`src/rtl/axon_pkg.sv`:
```
// Shared definitions for the AXON psum drain slice.
//   - drain_state_e   : drain controller FSM encoding
//   - DATA_WIDTH_DEF  : default psum word width (must match the PE row)
//   - count_width()   : width of an occupancy counter able to hold 0..depth
package axon_pkg;

  localparam int unsigned DATA_WIDTH_DEF = 16;

  typedef enum logic [1:0] {
    ST_IDLE       = 2'd0,
    ST_WAIT_SPACE = 2'd1,
    ST_EJECT      = 2'd2,
    ST_SHIFT      = 2'd3
  } drain_state_e;

  // Occupancy counters must represent the full value, hence the +1.
  function automatic int unsigned count_width(input int unsigned depth);
    return $clog2(depth) + 1;
  endfunction

endpackage

```
`src/rtl/axon_psum_drain_if.sv`:
```
// Valid/ready psum stream from the drain FIFO to writeback.
//   m_data  : head word
//   m_last  : head word is the last word of a frame
//   m_valid : head word present
//   m_ready : consumer accepts the head word
interface axon_psum_drain_if
  import axon_pkg::*;
#(
  parameter int unsigned DATA_WIDTH = DATA_WIDTH_DEF
);

  logic [DATA_WIDTH-1:0] m_data;
  logic                  m_last;
  logic                  m_valid;
  logic                  m_ready;

  modport master (output m_data, output m_last, output m_valid, input m_ready);
  modport slave  (input m_data, input m_last, input m_valid, output m_ready);

endinterface

```
`src/rtl/axon_sync_fifo.sv`:
```
// Show-ahead synchronous FIFO with sticky overflow flag.
//   clk, rst_n : clock, async active-low reset
//   push, din  : write request and payload (dropped when full without a pop)
//   pop, dout  : read request and head payload (zero while empty)
//   empty/full : occupancy flags
//   count      : current occupancy 0..DEPTH
//   overflow   : sticky, set by a dropped push
module axon_sync_fifo
  import axon_pkg::*;
#(
  parameter int unsigned WIDTH = DATA_WIDTH_DEF + 1,
  parameter int unsigned DEPTH = 16
) (
  input  logic                            clk,
  input  logic                            rst_n,
  input  logic                            push,
  input  logic                            pop,
  input  logic [WIDTH-1:0]                din,
  output logic [WIDTH-1:0]                dout,
  output logic                            empty,
  output logic                            full,
  output logic [count_width(DEPTH)-1:0]   count,
  output logic                            overflow
);

  localparam int unsigned AW = $clog2(DEPTH);
  localparam int unsigned CW = count_width(DEPTH);

  logic [WIDTH-1:0] mem_q [DEPTH];
  logic [AW-1:0]    rd_ptr_q, rd_ptr_d;
  logic [AW-1:0]    wr_ptr_q, wr_ptr_d;
  logic [CW-1:0]    count_q, count_d;
  logic             ovf_q, ovf_d;
  logic             do_push, do_pop;

  assign empty = (count_q == '0);
  assign full  = (count_q == CW'(DEPTH));
  assign count = count_q;
  assign overflow = ovf_q;
  // Zero while empty so the stream bus is quiet between frames.
  assign dout  = empty ? '0 : mem_q[rd_ptr_q];

  // A full FIFO still accepts a push when the head leaves in the same cycle.
  assign do_pop  = pop & ~empty;
  assign do_push = push & (~full | do_pop);

  // Pointer/count/flag next state; pointers wrap naturally (DEPTH is 2^n).
  always_comb begin
    rd_ptr_d = rd_ptr_q;
    wr_ptr_d = wr_ptr_q;
    count_d  = count_q;
    ovf_d    = ovf_q;
    if (do_pop)  rd_ptr_d = rd_ptr_q + AW'(1);
    if (do_push) wr_ptr_d = wr_ptr_q + AW'(1);
    count_d = count_q + CW'(do_push) - CW'(do_pop);
    if (push && !do_push) ovf_d = 1'b1;
  end

  always_ff @(posedge clk or negedge rst_n) begin
    if (!rst_n) begin
      rd_ptr_q <= '0;
      wr_ptr_q <= '0;
      count_q  <= '0;
      ovf_q    <= 1'b0;
    end else begin
      rd_ptr_q <= rd_ptr_d;
      wr_ptr_q <= wr_ptr_d;
      count_q  <= count_d;
      ovf_q    <= ovf_d;
    end
  end

  // Storage needs no reset: dout is masked while empty.
  always_ff @(posedge clk) begin
    if (do_push) mem_q[wr_ptr_q] <= din;
  end

endmodule

```
`src/rtl/axon_psum_drain.sv`:
```
// Psum drain for the AXON horizontal PE row: pulses the broadcast eject,
// captures NUM_PE psums shifting out of the chain, and streams them out
// through a FIFO with a frame-last flag.
//   clk, rst_n         : clock, async active-low reset
//   drain_start        : one-cycle request to drain one frame
//   drain_busy         : controller not idle
//   output_eject_ctrl  : one-cycle broadcast eject to the PE row
//   chain_in           : psum chain output of PE NUM_PE-1
//   m_if (master)      : valid/ready output stream with m_last
//   fifo_count         : FIFO occupancy
//   overflow_err       : sticky FIFO overflow
// Build option: AXON_DRAIN_RELU_EN clamps negative psums to zero before the FIFO.
module axon_psum_drain
  import axon_pkg::*;
#(
  parameter int unsigned DATA_WIDTH = DATA_WIDTH_DEF,
  parameter int unsigned NUM_PE     = 8,
  parameter int unsigned FIFO_DEPTH = 16
) (
  input  logic                                  clk,
  input  logic                                  rst_n,
  input  logic                                  drain_start,
  output logic                                  drain_busy,
  output logic                                  output_eject_ctrl,
  input  logic [DATA_WIDTH-1:0]                 chain_in,
  axon_psum_drain_if.master                     m_if,
  output logic [count_width(FIFO_DEPTH)-1:0]    fifo_count,
  output logic                                  overflow_err
);

  localparam int unsigned CNT_W   = count_width(FIFO_DEPTH);
  localparam int unsigned SHIFT_W = (NUM_PE > 1) ? $clog2(NUM_PE) : 1;
  localparam int unsigned FIFO_W  = DATA_WIDTH + 1;

  drain_state_e          state_q, state_d;
  logic [SHIFT_W-1:0]    shift_cnt_q, shift_cnt_d;
  logic                  eject_q, busy_q;
  logic                  has_space;
  logic                  last_word;
  logic                  push, pop;
  logic [DATA_WIDTH-1:0] push_data;
  logic [FIFO_W-1:0]     fifo_dout;
  logic                  fifo_empty;
  logic                  fifo_full_unused;

  // A whole frame must fit before ejecting, which keeps the FIFO from overflowing.
  assign has_space = (CNT_W'(FIFO_DEPTH) - fifo_count) >= CNT_W'(NUM_PE);
  assign last_word = (shift_cnt_q == SHIFT_W'(NUM_PE - 1));

`ifdef AXON_DRAIN_RELU_EN
  assign push_data = chain_in[DATA_WIDTH-1] ? '0 : chain_in;
`else
  assign push_data = chain_in;
`endif

  // Next state, shift counter and FIFO push.
  always_comb begin
    state_d     = state_q;
    shift_cnt_d = shift_cnt_q;
    push        = 1'b0;
    case (state_q)
      ST_IDLE: begin
        if (drain_start) state_d = has_space ? ST_EJECT : ST_WAIT_SPACE;
      end
      ST_WAIT_SPACE: begin
        if (has_space) state_d = ST_EJECT;
      end
      ST_EJECT: begin
        state_d     = ST_SHIFT;
        shift_cnt_d = '0;
      end
      ST_SHIFT: begin
        push = 1'b1;
        if (last_word) begin
          state_d     = ST_IDLE;
          shift_cnt_d = '0;
        end else begin
          shift_cnt_d = shift_cnt_q + SHIFT_W'(1);
        end
      end
      default: state_d = ST_IDLE;
    endcase
  end

  // State plus flop-decoded eject/busy so both come straight from registers.
  always_ff @(posedge clk or negedge rst_n) begin
    if (!rst_n) begin
      state_q     <= ST_IDLE;
      shift_cnt_q <= '0;
      eject_q     <= 1'b0;
      busy_q      <= 1'b0;
    end else begin
      state_q     <= state_d;
      shift_cnt_q <= shift_cnt_d;
      eject_q     <= (state_d == ST_EJECT);
      busy_q      <= (state_d != ST_IDLE);
    end
  end

  assign output_eject_ctrl = eject_q;
  assign drain_busy        = busy_q;

  assign pop = m_if.m_valid & m_if.m_ready;

  axon_sync_fifo #(
    .WIDTH (FIFO_W),
    .DEPTH (FIFO_DEPTH)
  ) u_fifo (
    .clk      (clk),
    .rst_n    (rst_n),
    .push     (push),
    .pop      (pop),
    .din      ({last_word, push_data}),
    .dout     (fifo_dout),
    .empty    (fifo_empty),
    .full     (fifo_full_unused),
    .count    (fifo_count),
    .overflow (overflow_err)
  );

  assign m_if.m_data  = fifo_dout[DATA_WIDTH-1:0];
  assign m_if.m_last  = fifo_dout[DATA_WIDTH];
  assign m_if.m_valid = ~fifo_empty;

endmodule
```
`src/flat_wrapper.sv`:
```
// flat-port wrapper written by rule: the top's interface ports become plain ports
module axon_psum_drain_flat import axon_pkg::*;
#(
  parameter int unsigned DATA_WIDTH = DATA_WIDTH_DEF,
  parameter int unsigned NUM_PE     = 8,
  parameter int unsigned FIFO_DEPTH = 16
)
  (clk, rst_n, drain_start, drain_busy, output_eject_ctrl, chain_in, fifo_count, overflow_err, m_if_m_data, m_if_m_last, m_if_m_valid, m_if_m_ready);
  axon_psum_drain_if #(.DATA_WIDTH(DATA_WIDTH)) m_if_i ();
  input  logic clk;
  input  logic rst_n;
  input  logic drain_start;
  output logic drain_busy;
  output logic output_eject_ctrl;
  input  logic [DATA_WIDTH-1:0] chain_in;
  output logic [count_width(FIFO_DEPTH)-1:0] fifo_count;
  output logic overflow_err;
  output wire logic [$bits(m_if_i.m_data)-1:0] m_if_m_data;
  output wire logic [$bits(m_if_i.m_last)-1:0] m_if_m_last;
  output wire logic [$bits(m_if_i.m_valid)-1:0] m_if_m_valid;
  input wire logic [$bits(m_if_i.m_ready)-1:0] m_if_m_ready;
  assign m_if_m_data = m_if_i.m_data;
  assign m_if_m_last = m_if_i.m_last;
  assign m_if_m_valid = m_if_i.m_valid;
  assign m_if_i.m_ready = m_if_m_ready;
  axon_psum_drain #(.DATA_WIDTH(DATA_WIDTH), .NUM_PE(NUM_PE), .FIFO_DEPTH(FIFO_DEPTH)) u_core (.clk(clk), .rst_n(rst_n), .drain_start(drain_start), .drain_busy(drain_busy), .output_eject_ctrl(output_eject_ctrl), .chain_in(chain_in), .m_if(m_if_i), .fifo_count(fifo_count), .overflow_err(overflow_err));
endmodule
```
`config.mk`:
```
export PLATFORM = sky130hd
export DESIGN_NAME = axon_psum_drain_flat
export DESIGN_NICKNAME = d
export VERILOG_FILES = /design/src/rtl/axon_pkg.sv /design/src/rtl/axon_psum_drain_if.sv /design/src/rtl/axon_sync_fifo.sv /design/src/rtl/axon_psum_drain.sv /design/src/flat_wrapper.sv
export SDC_FILE = /design/constraint.sdc
export NUM_CORES = 1
export LEC_CHECK = 0
export BUFFER_PORTS_ARGS = -buffer_cell sky130_fd_sc_hd__buf_2
export CAP_MARGIN = 20
export CORE_MARGIN = 2
export CORE_UTILIZATION = 50
export CTS_CLUSTER_SIZE = 14
export DETAILED_ROUTE_END_ITERATION = 7
export GPL_TIMING_DRIVEN = 0
export PLACE_DENSITY = 0.75
export SLEW_MARGIN = 10
export SYNTH_ARGS = -nofsm -noshare
export SYNTH_HDL_FRONTEND = slang
export SYNTH_HIERARCHICAL = 1
export SYNTH_SLANG_ARGS = --single-unit
```
`constraint.sdc`:
```
create_clock -name clk -period 4.21 [get_ports clk]
set_input_delay 0.842 -clock clk [delete_from_list [all_inputs] [get_ports clk]]
set_output_delay 0.842 -clock clk [all_outputs]
set_load 0.05 [all_outputs]
```
### Word-level counts from Yosys, hierarchy flattened

Memories as Yosys holds them, arrays and structs flattened.
Index checks and enable logic that the tools add are counted.
Widths: inputs -> output; s select.

| operators by class | value |
|---|---|
| add/sub/neg operators | 6 |
| $mul | 0 |
| div/mod/pow operators | 0 |
| $lt $le $gt $ge | 1 |
| equality and inequality tests | 6 |
| shifts and indexed selects | 0 |
| mux-type cells | 11 |
| bitwise gates (word level) | 6 |
| reductions and logical operators | 6 |

Operator list:

| kind | count |
|---|---|
| $mux 17 | 1 |
| $add 4x1->4 const B | 2 |
| $mux 2 | 4 |
| $pmux 2 s4 | 1 |
| $eq 2x2->1 const B | 3 |
| $pmux 3 s2 | 1 |
| $add 5x1->5 | 1 |
| $eq 5x5->1 const B | 1 |
| $ge 5x4->1 const B | 1 |
| $logic_not 5->1 | 1 |
| $sub 5x1->5 | 1 |
| $sub 5x5->5 const A | 1 |
| $reduce_bool 2->1 | 2 |
| $add 3x1->3 const B | 1 |
| $and 1x1->1 | 3 |
| $eq 3x3->1 const B | 1 |
| $mux 1 | 3 |
| $mux 3 | 1 |
| $eq 2x1->1 const B | 1 |
| $logic_not 2->1 | 1 |
| $not 1->1 | 2 |
| $logic_and 1x1->1 | 1 |
| $logic_not 1->1 | 1 |
| $or 1x1->1 | 1 |

| word-level totals | value |
|---|---|
| register bits | 21 |
| bits in latches | 0 |
| memory bits (writable) | 272 |
| memory bits (read-only) | 0 |
| input port bits | 20 |
| output and inout bits | 26 |
| word-level logic and storage cells | 45 |
| memories kept | 1 |

Memories:

| name | depth | width | rd ports | clocked after Yosys merged registers in | write ports | line | text |
|---|---|---|---|---|---|---|---|
| u_core.u_fifo.mem_q | 16 | 17 | 1 | 0 | 1 | axon_sync_fifo.sv:29 | `logic [WIDTH-1:0] mem_q [DEPTH];` |

### Longest topological paths before layout

Gate-level depths: netlist of the first run.

| logic depth | value |
|---|---|
| word-level depth | 8 |
| mapped depth | 17 |
| mapped depth without buffers | 14 |

### Modules after synthesis

The synthesis of the first run kept the hierarchy.

By module, submodules not included:

| module | instances | cells an instance | area an instance (um^2) |
|---|---|---|---|
| axon_sync_fifo | 1 | 527 | 11394.7 |
| axon_psum_drain | 1 | 31 | 385.4 |

### Least setup slack after synthesis of the first run

Ideal clock, no wire load.

| timing path | value |
|---|---|
| path type | register to register |
| start point | reg u_core.u_fifo.count_q[2] (netlist: u_core/u_fifo/count[2]) |
| end point | mem u_core/u_fifo/mem_q[3][0] (netlist name), enable pin |
| arrival | 3.553 ns |
| required time | 3.798 ns |
| setup slack | 0.245 ns |
| cell stages (with the launch flop) | 11 |
| period minus slack after synthesis | 3.965 ns |
| path through | dfrtp_1 -> inv_1 -> ha_1 -> or4b_4 -> buf_6 -> clkbuf_1 -> inv_1 -> nor2b_1 -> clkbuf_1 -> o211ai_1 -> nor3_1 |

| on the way | value |
|---|---|
| cells in the longest elaborated chain, start to end | 8 |

Ends and longest elaborated chain:

| item | line | text |
|---|---|---|
| start, declared | axon_sync_fifo.sv:32 | `logic [CW-1:0] count_q, count_d;` |
| start signal, assigned | axon_sync_fifo.sv:68 | `count_q <= count_d;` |
| $logic_not 5->1 | axon_sync_fifo.sv:36 | `assign empty = (count_q == '0);` |
| named net u_core.fifo_empty | axon_psum_drain.sv:43 | `logic fifo_empty;` |
| $not 1->1 | axon_psum_drain.sv:123 | `assign m_if.m_valid = ~fifo_empty;` |
| $and 1x1->1 | axon_psum_drain.sv:103 | `assign pop = m_if.m_valid & m_if.m_ready;` |
| named net u_core.pop | axon_psum_drain.sv:40 | `logic push, pop;` |
| $and 1x1->1 | axon_sync_fifo.sv:44 | `assign do_pop = pop & ~empty;` |
| $or 1x1->1 | axon_sync_fifo.sv:45 | `assign do_push = push & (~full \| do_pop);` |
| $and 1x1->1 | axon_sync_fifo.sv:45 |  |
| $mux 1 | axon_sync_fifo.sv:75 | `if (do_push) mem_q[wr_ptr_q] <= din;` |
| $mux 1 (not written as such) | axon_sync_fifo.sv:75 |  |
| end, declared | axon_sync_fifo.sv:29 |  |

The timed path passes the listed nets, and every way through them passes these cells.

### Worst setup path in the final report of the first run

| timing path | value |
|---|---|
| start point | reg u_core.u_fifo.count_q[2] (netlist: u_core/u_fifo/count[2]) |
| end point | reg u_core.u_fifo.count_q[4] (netlist: u_core/u_fifo/count[4]) |

| on the way | value |
|---|---|
| cells in the longest elaborated chain, start to end | 8 |

Ends and longest elaborated chain:

| item | line | text |
|---|---|---|
| $logic_not 5->1 (*) | axon_sync_fifo.sv:36 |  |
| named net u_core.fifo_empty | axon_psum_drain.sv:43 |  |
| $not 1->1 (*) | axon_psum_drain.sv:123 |  |
| $and 1x1->1 (*) | axon_psum_drain.sv:103 |  |
| named net u_core.pop | axon_psum_drain.sv:40 |  |
| $and 1x1->1 (*) | axon_sync_fifo.sv:44 |  |
| named net u_core.u_fifo.do_pop | axon_sync_fifo.sv:34 | `logic do_push, do_pop;` |
| $or 1x1->1 | axon_sync_fifo.sv:45 |  |
| $and 1x1->1 | axon_sync_fifo.sv:45 |  |
| $add 5x1->5 | axon_sync_fifo.sv:55 | `count_d = count_q + CW'(do_push) - CW'(do_pop);` |
| $sub 5x1->5 (*) | axon_sync_fifo.sv:55 |  |
| named net u_core.u_fifo.count_d[4] | axon_sync_fifo.sv:32 |  |

Mark *: on every way through the listed nets, which the timed path passes. The rest lies on a longest branch.
A chain may end at the register's enable or synchronous reset.

==> summary.txt, run 1 <==
Crit Path Max Fanout -> 10
Area added between synthesis and finish -> 15.17%
Ant. Diodes -> 0
GRT Total Usage -> 20.12%
Post-Syn Area per Cell -> 21.14 µm²
Rows -> 56
CTS resizes -> 0
Vias in the first global route -> 6100
Final setup violation count -> 0
Status -> completed
CP Launch Type -> register
WP data required -> 4630 ps
Power Total -> 10.74 mW
Overflow after GRT -> 0
Chip Width -> 157.5 µm
CTS Buf Count -> 28
Peak Freq -> 260.2 MHz
Crit path DAT -> 4260 ps
Minimum clock period -> 3843 ps
Port bufs -> 45
Hold buffers post-CTS -> 0
Netlist Area Pre-Place -> 11780 µm²
Starting DRT DRC Count -> 481
Core ar. -> 23260 µm²
Final core utilization -> 58.30%
Via count -> 5757
DRT Pass-1 Iters -> 5
Share of cells above drive strength 1 -> 35.36%
Final hold viol count -> 0
Initial Util -> 50.62%
Final worst-path cycle share -> 91.27%
Layout net count -> 686
Final Skew -> 13.99 ps
# IOs -> 46
DP Wirelength -> 15530 µm
Pre-CTS setup slack -> 198.0 ps
Bufs on Longest Clock Path -> 3
Average vias per placed instance -> 5.803
PD cells -> 791.9 nW/µm²
Yosys Warn Count -> 6
Routability cong. -> 0.7628
Crit Path Category -> register to register
Least-Margin Pin Slew -> 708.7 ps
Max-slew headroom -> 52.75%
Syn Inst Count -> 557
Pleak -> 4.638 nW
First-pass GRT wire length -> 36560 µm
CTS Root Buffer Type -> clkbuf_16
# DRC -> 0
Antenna Violating Nets Remaining -> 0
Setup TNS -> 0 ps
RSZ-0062 raised after global routing -> no
Crit path from -> u_core/u_fifo/count[2]
Clock latency on the worst-skew pair -> 530 ps
Htree depth -> 1
Post-CTS Setup Repair Bufs -> 0
Final setup margin -> 367.4 ps
CTS tree -> done
Clock transition at the registers of the reported paths -> 60 ps
FF-to-FF Start -> u_core/u_fifo/count[2]
Syn nets -> 591
CTS sink count -> 293
Routed WL per cell -> 24.13 µm
Wirelength, routed -> 23940 µm
Die height -> 157.5 µm
Hold WC Path Type -> input pin to async pin
Max-slew violations -> 0
Largest net degree at the start of global routing -> 22
Die ar. -> 24800 µm²
Max Cap Viol -> 0
Worst VDD drop -> 0.6093 mV
Initial antenna violation count -> 0
Critical path endpoint category -> register
report_power, final:
| part | total (mW) | leakage (nW) | internal (mW) | switching (mW) |
|---|---|---|---|---|
| sequential | 4.01 | 2.71 | 3.80 | 0.211 |
| combinational | 4.34 | 1.50 | 1.64 | 2.70 |
| clock | 2.39 | 0.425 | 1.38 | 1.01 |
| total | 10.7 | 4.64 | 6.83 | 3.91 |
final timing paths:
check	end	slack, ps	cells after the start
max	u_core/u_fifo/count[4]	370	17
max in group asynchronous	u_core/u_fifo/count[2]	3600	1
min reg2reg	u_core/u_fifo/overflow	480	1
max reg2reg	u_core/u_fifo/count[4]	370	17
min in group clk	u_core/u_fifo/overflow	480	1
min	u_core/shift_cnt_q[2]	270	1
sequential cells by signal, indices dropped and copies added, names as in the netlist:
name / flops
u_core/u_fifo/wr_ptr_q: 4
u_core/drain_busy: 1
u_core/shift_cnt_q: 3
u_core/u_fifo/rd_ptr_q: 4
u_core/u_fifo/mem_q: 272
u_core/u_fifo/count: 5
u_core/state_q: 2
u_core/u_fifo/overflow: 1
u_core/output_eject_ctrl: 1
metrics by stage:
stage	hold WS [ps]	cells	area (µm²)
floorplan	474.4	557	11780
global placement	452.1	921	12400
detailed placement	446.7	941	12690
CTS	273.9	992	13560
global route	301.9	992	13560
finish	268.0	992	13560
metal layers:
metal	GRT usage (%)	up-vias	share of wire (%)
met5	0	-	0
met4	5.714	0	2.4
met3	2.946	33	4.7
met2	35.27	208	53
met1	26.39	3047	40
li1	-	2469	-
final cells by class:
cell class,count,area [µm²]
multi-input cells,204,2759
clock buffers,39,763.2
well taps,319,399.1
plain buffers,31,266.5
fillers,1693,9699
inverters,29,108.9
repair buffers,65,465.4
clock inverters,12,107.6
flip-flops and latches,293,8693
cells in the final DEF, fill, tap and decap left out, drive strengths merged, types with 2 or more instances in the layout:
master and n:
a21o 2, bufinv 2, mux2i 17, nand2b 3
ha 13, nor2 16, nor2b 2, nand3 20
xor2 3, and3 2, mux4 68, a22o 4
edfxtp 272, o211ai 4, nand2 3, o221ai 17
nor3 6, xnor2 7, buf 90, dfrtp 21
clkbuf 45, clkinv 10, mux2 2, inv 29
o21ai 2, a21oi 2
critical path, cell delays in order, from the launching register on:
cell and delay (ps):
dfrtp_1 460, inv_1 120, ha_1 170, or4b_4 460, buf_6 160, clkbuf_2 260
inv_1 160, nor2b_1 60, clkbuf_1 220, nand2_1 250, inv_1 80, ha_1 270
inv_1 40, ha_1 210, fa_1 440, a21oi_1 160, o21bai_1 90, xnor2_1 130
Note: power is estimated with default switching activity, not from simulation.
==> run 2: changes to the inputs <==
--- a/config.mk
+++ b/config.mk
@@ -5,6 +5,7 @@
 export SDC_FILE = /design/constraint.sdc
 export NUM_CORES = 1
 export LEC_CHECK = 0
+export ABC_AREA = 1
 export BUFFER_PORTS_ARGS = -buffer_cell sky130_fd_sc_hd__buf_2
 export CAP_MARGIN = 20
 export CORE_MARGIN = 2
==> summary.txt, run 2 <==
Status -> completed
Main synth FF type -> edfxtp_1
Minimum clock period -> 3829 ps (-13.30 ps)
Post-route non-filler standard cell count -> 1477 (+49%)
Share of synthesized registers carrying an async set or reset -> 7.167%
Average vias per placed instance -> 5.760 (-0.75%)
Via count -> 8507 (+48%)
GRT Total Usage -> 23.98% (+3.9 points)
Wirelength, routed -> 30830 µm (+29%)
Most instantiated cells after synthesis -> 370 x nand2_1, 272 x edfxtp_1, 211 x nand3_1
First-pass GRT wire length -> 46350 µm (+27%)
Crit Path Category -> register to register
Post-synth EDFFs -> 272
CTS resizes -> 0 (unchanged)
Pleak -> 5.386 nW (+16%)
Htree depth -> 1 (unchanged)
CP max stage delay -> 540 ps (+80 ps)
Least-Margin Pin Slew -> 744.9 ps (+36.23 ps)
Reg with most FFs -> u_core/u_fifo/mem_q
Most frequent cells in the layout -> 370 x nand2_1, 272 x edfxtp_1, 211 x nand3_1, 60 x buf_2, 29 x clkbuf_16
Die height -> 159.8 µm (+1.5%)
# DRC -> 0 (unchanged)
R2R setup slack -> 380 ps (about the same)
Reg2reg path depth -> 16 (-1)
Vias in the first global route -> 8024 (+32%)
Synth area leaders -> edfxtp_1 67%, nand2_1 11%, nand3_1 8.7%, dfrtp_1 4.3%, buf_4 1.4%
Initial antenna violation count -> 0 (unchanged)
Rows -> 57 (+1.8%)
Count leader, synth -> nand2_1
Max Cap Viol -> 0 (unchanged)
Max-slew headroom -> 50.34% (-2.4 points)
CTS sink count -> 293 (unchanged)
Sequential element share of the synthesized area -> 71.61%
Routability cong. -> 0.9240 (+21%)
Die ar. -> 25540 µm² (+3.0%)
CTS Buf Count -> 29 (+3.6%)
Clock latency on the worst-skew pair -> 550 ps (+20 ps)
PD cells -> 812.6 nW/µm² (+2.6%)
DP Wirelength -> 20390 µm (+31%)
CTS Root Buffer Type -> clkbuf_16
Crit Path Max Fanout -> 11 (+1)
WL met1 -> 11780 µm (+22%)
Placed Cells -> 1424 (+51%)
Largest delay share family, worst path -> adder cells
RSZ-0062 raised after global routing -> no
Layout net count -> 1165 (+70%)
Syn Inst Count -> 1039 (+87%)
Largest register FFs -> 272 (unchanged)
Core ar. -> 24110 µm² (+3.6%)
Commonest non-fill, non-tap cell in the layout -> nand2_1
CTS tree -> done
CP Launch Type -> register
WP data required -> 4670 ps (+40 ps)
Routed met3 length -> 3056 µm (+170%)
Yosys top cell area share -> 67.28%
Overflow after GRT -> 0 (unchanged)
Initial Util -> 50.36% (-0.26 points)
Ant. Diodes -> 0 (unchanged)
Chip Width -> 159.8 µm (+1.5%)
Synth Register Bits -> 293
Fillers -> 1895 (+12%)
Post-CTS Setup Repair Bufs -> 0 (unchanged)
Hold buffers post-CTS -> 0 (unchanged)
Bufs on Longest Clock Path -> 3 (unchanged)
Hold WC Path Type -> input pin to async pin
Worst VDD drop -> 0.4336 mV (-29%)
Critical-path cell list -> inv_1 -> ha_1 -> nand4_1 -> clkinv_1 -> clkbuf_1 -> nor2_1 -> nand2_1 -> inv_1 -> ha_1 -> inv_1 -> ha_1 -> fa_1 -> a21oi_1 -> nor2_1 -> nor2_1 -> xor2_1
Netlist Area Pre-Place -> 12140 µm² (+3.1%)
Setup TNS -> 0 ps (unchanged)
Cell taking the most area after synthesis -> edfxtp_1
Max-slew violations -> 0 (unchanged)
Post-Syn Area per Cell -> 11.68 µm² (-45%)
Area added between synthesis and finish -> 15.71%
Clock transition at the registers of the reported paths -> 60 ps (about the same)
R2R Path End -> u_core/u_fifo/count[4]
Final worst-path cycle share -> 90.96% (-0.32 points)
Share of cells above drive strength 1 -> 15.09% (-20 points)
Cell area after layout -> 14050 µm² (+3.6%)
Area after DPL -> 13070 µm² (+3.0%)
Routed WL per cell -> 20.87 µm (-14%)
Final setup violation count -> 0 (unchanged)
FF-to-FF Start -> u_core/u_fifo/count[3]
Peak Freq -> 261.1 MHz (+0.35%)
Final Skew -> 14.43 ps (+0.4382 ps)
Yosys Warn Count -> 6 (unchanged)
Starting DRT DRC Count -> 1123 (+130%)
Largest net degree at the start of global routing -> 22 (unchanged)
Wire length on met2 -> 14820 µm (+18%)
DRT Pass-1 Iters -> 6 (+1)
DR top layer -> met4
Syn nets -> 1073 (+82%)
Critical path endpoint category -> register
Final hold viol count -> 0 (unchanged)
Port bufs -> 45 (unchanged)
Distinct cells, synth -> 22
# IOs -> 46 (unchanged)
Slowest-stage cell, CP -> clkbuf_1
Antenna Violating Nets Remaining -> 0 (unchanged)
Bufs and invs on worst path -> 5 (-2)
Crit path DAT -> 4290 ps (+30 ps)
run 2: worst max-delay path by stage:
stage	endpoint	slack (ps)	startpoint	cells after the start
final	u_core/u_fifo/count[4]	380	u_core/u_fifo/count[3]	16
after floorplan	u_core/u_fifo/count[4]	930	u_core/u_fifo/count[3]	17
after global placement	u_core/u_fifo/mem_q[10][11]	30	u_core/u_fifo/count[3]	12
after global routing	u_core/u_fifo/count[4]	230	u_core/u_fifo/count[3]	16
after detailed placement	u_core/u_fifo/count[4]	460	u_core/u_fifo/count[3]	16
after CTS	u_core/u_fifo/count[4]	430	u_core/u_fifo/count[3]	16
run 2: metrics by stage:
stage / setup slack [ps] / hold slack (ps) / total power, mW / utilization [%]
floorplan: 926.9 / 501.7 / 7.158 / -
global placement: 30.24 / 467.3 / 8.442 / 52.98
detailed placement: 457.8 / 465.9 / 8.706 / 54.23
CTS: 425.6 / 271.8 / 11.35 / 58.27
global route: 225.5 / 296.3 / 11.92 / 58.27
finish: 380.7 / 263.9 / 11.41 / 58.27
run 2: kinds of logic (layout without fill, tap and decap cells):
family	Yosys count	in the layout	synth area share, %
and+or+nand+nor	609	609	21.07
buffers and inverters	86	200	3.989
adders and majority gates	14	14	1.505
AOI/OAI and AO/OA	28	28	1.185
xor gates and xnor gates	9	9	0.6493
DFF	293	293	71.61
run 2: per-layer routing:
metal / GRT usage [%] / vias up
met5: 0 / -
met4: 9.746 / 0
met3: 3.610 / 94
met2: 39.37 / 537
met1: 32.44 / 4096
li1: - / 3780
run 2: where the power goes:
| group | internal, mW | leakage, nW | switching [mW] |
|---|---|---|---|
| logic | 1.35 | 2.20 | 3.59 |
| registers | 3.69 | 2.71 | 0.154 |
| clock network | 1.57 | 0.471 | 1.06 |
run 2: final cells by class:
| class | count | area, µm² | area share, % |
|---|---|---|---|
| multi-input cells | 660 | 3003 | 21.38 |
| clock inverters | 20 | 234.0 | 1.666 |
| inverters | 30 | 112.6 | 0.8016 |
| repair buffers | 61 | 486.7 | 3.465 |
| plain buffers | 56 | 371.6 | 2.645 |
| well taps | 324 | 405.4 | 2.886 |
| flip-flops and latches | 293 | 8693 | 61.89 |
| clock buffers | 33 | 740.7 | 5.273 |
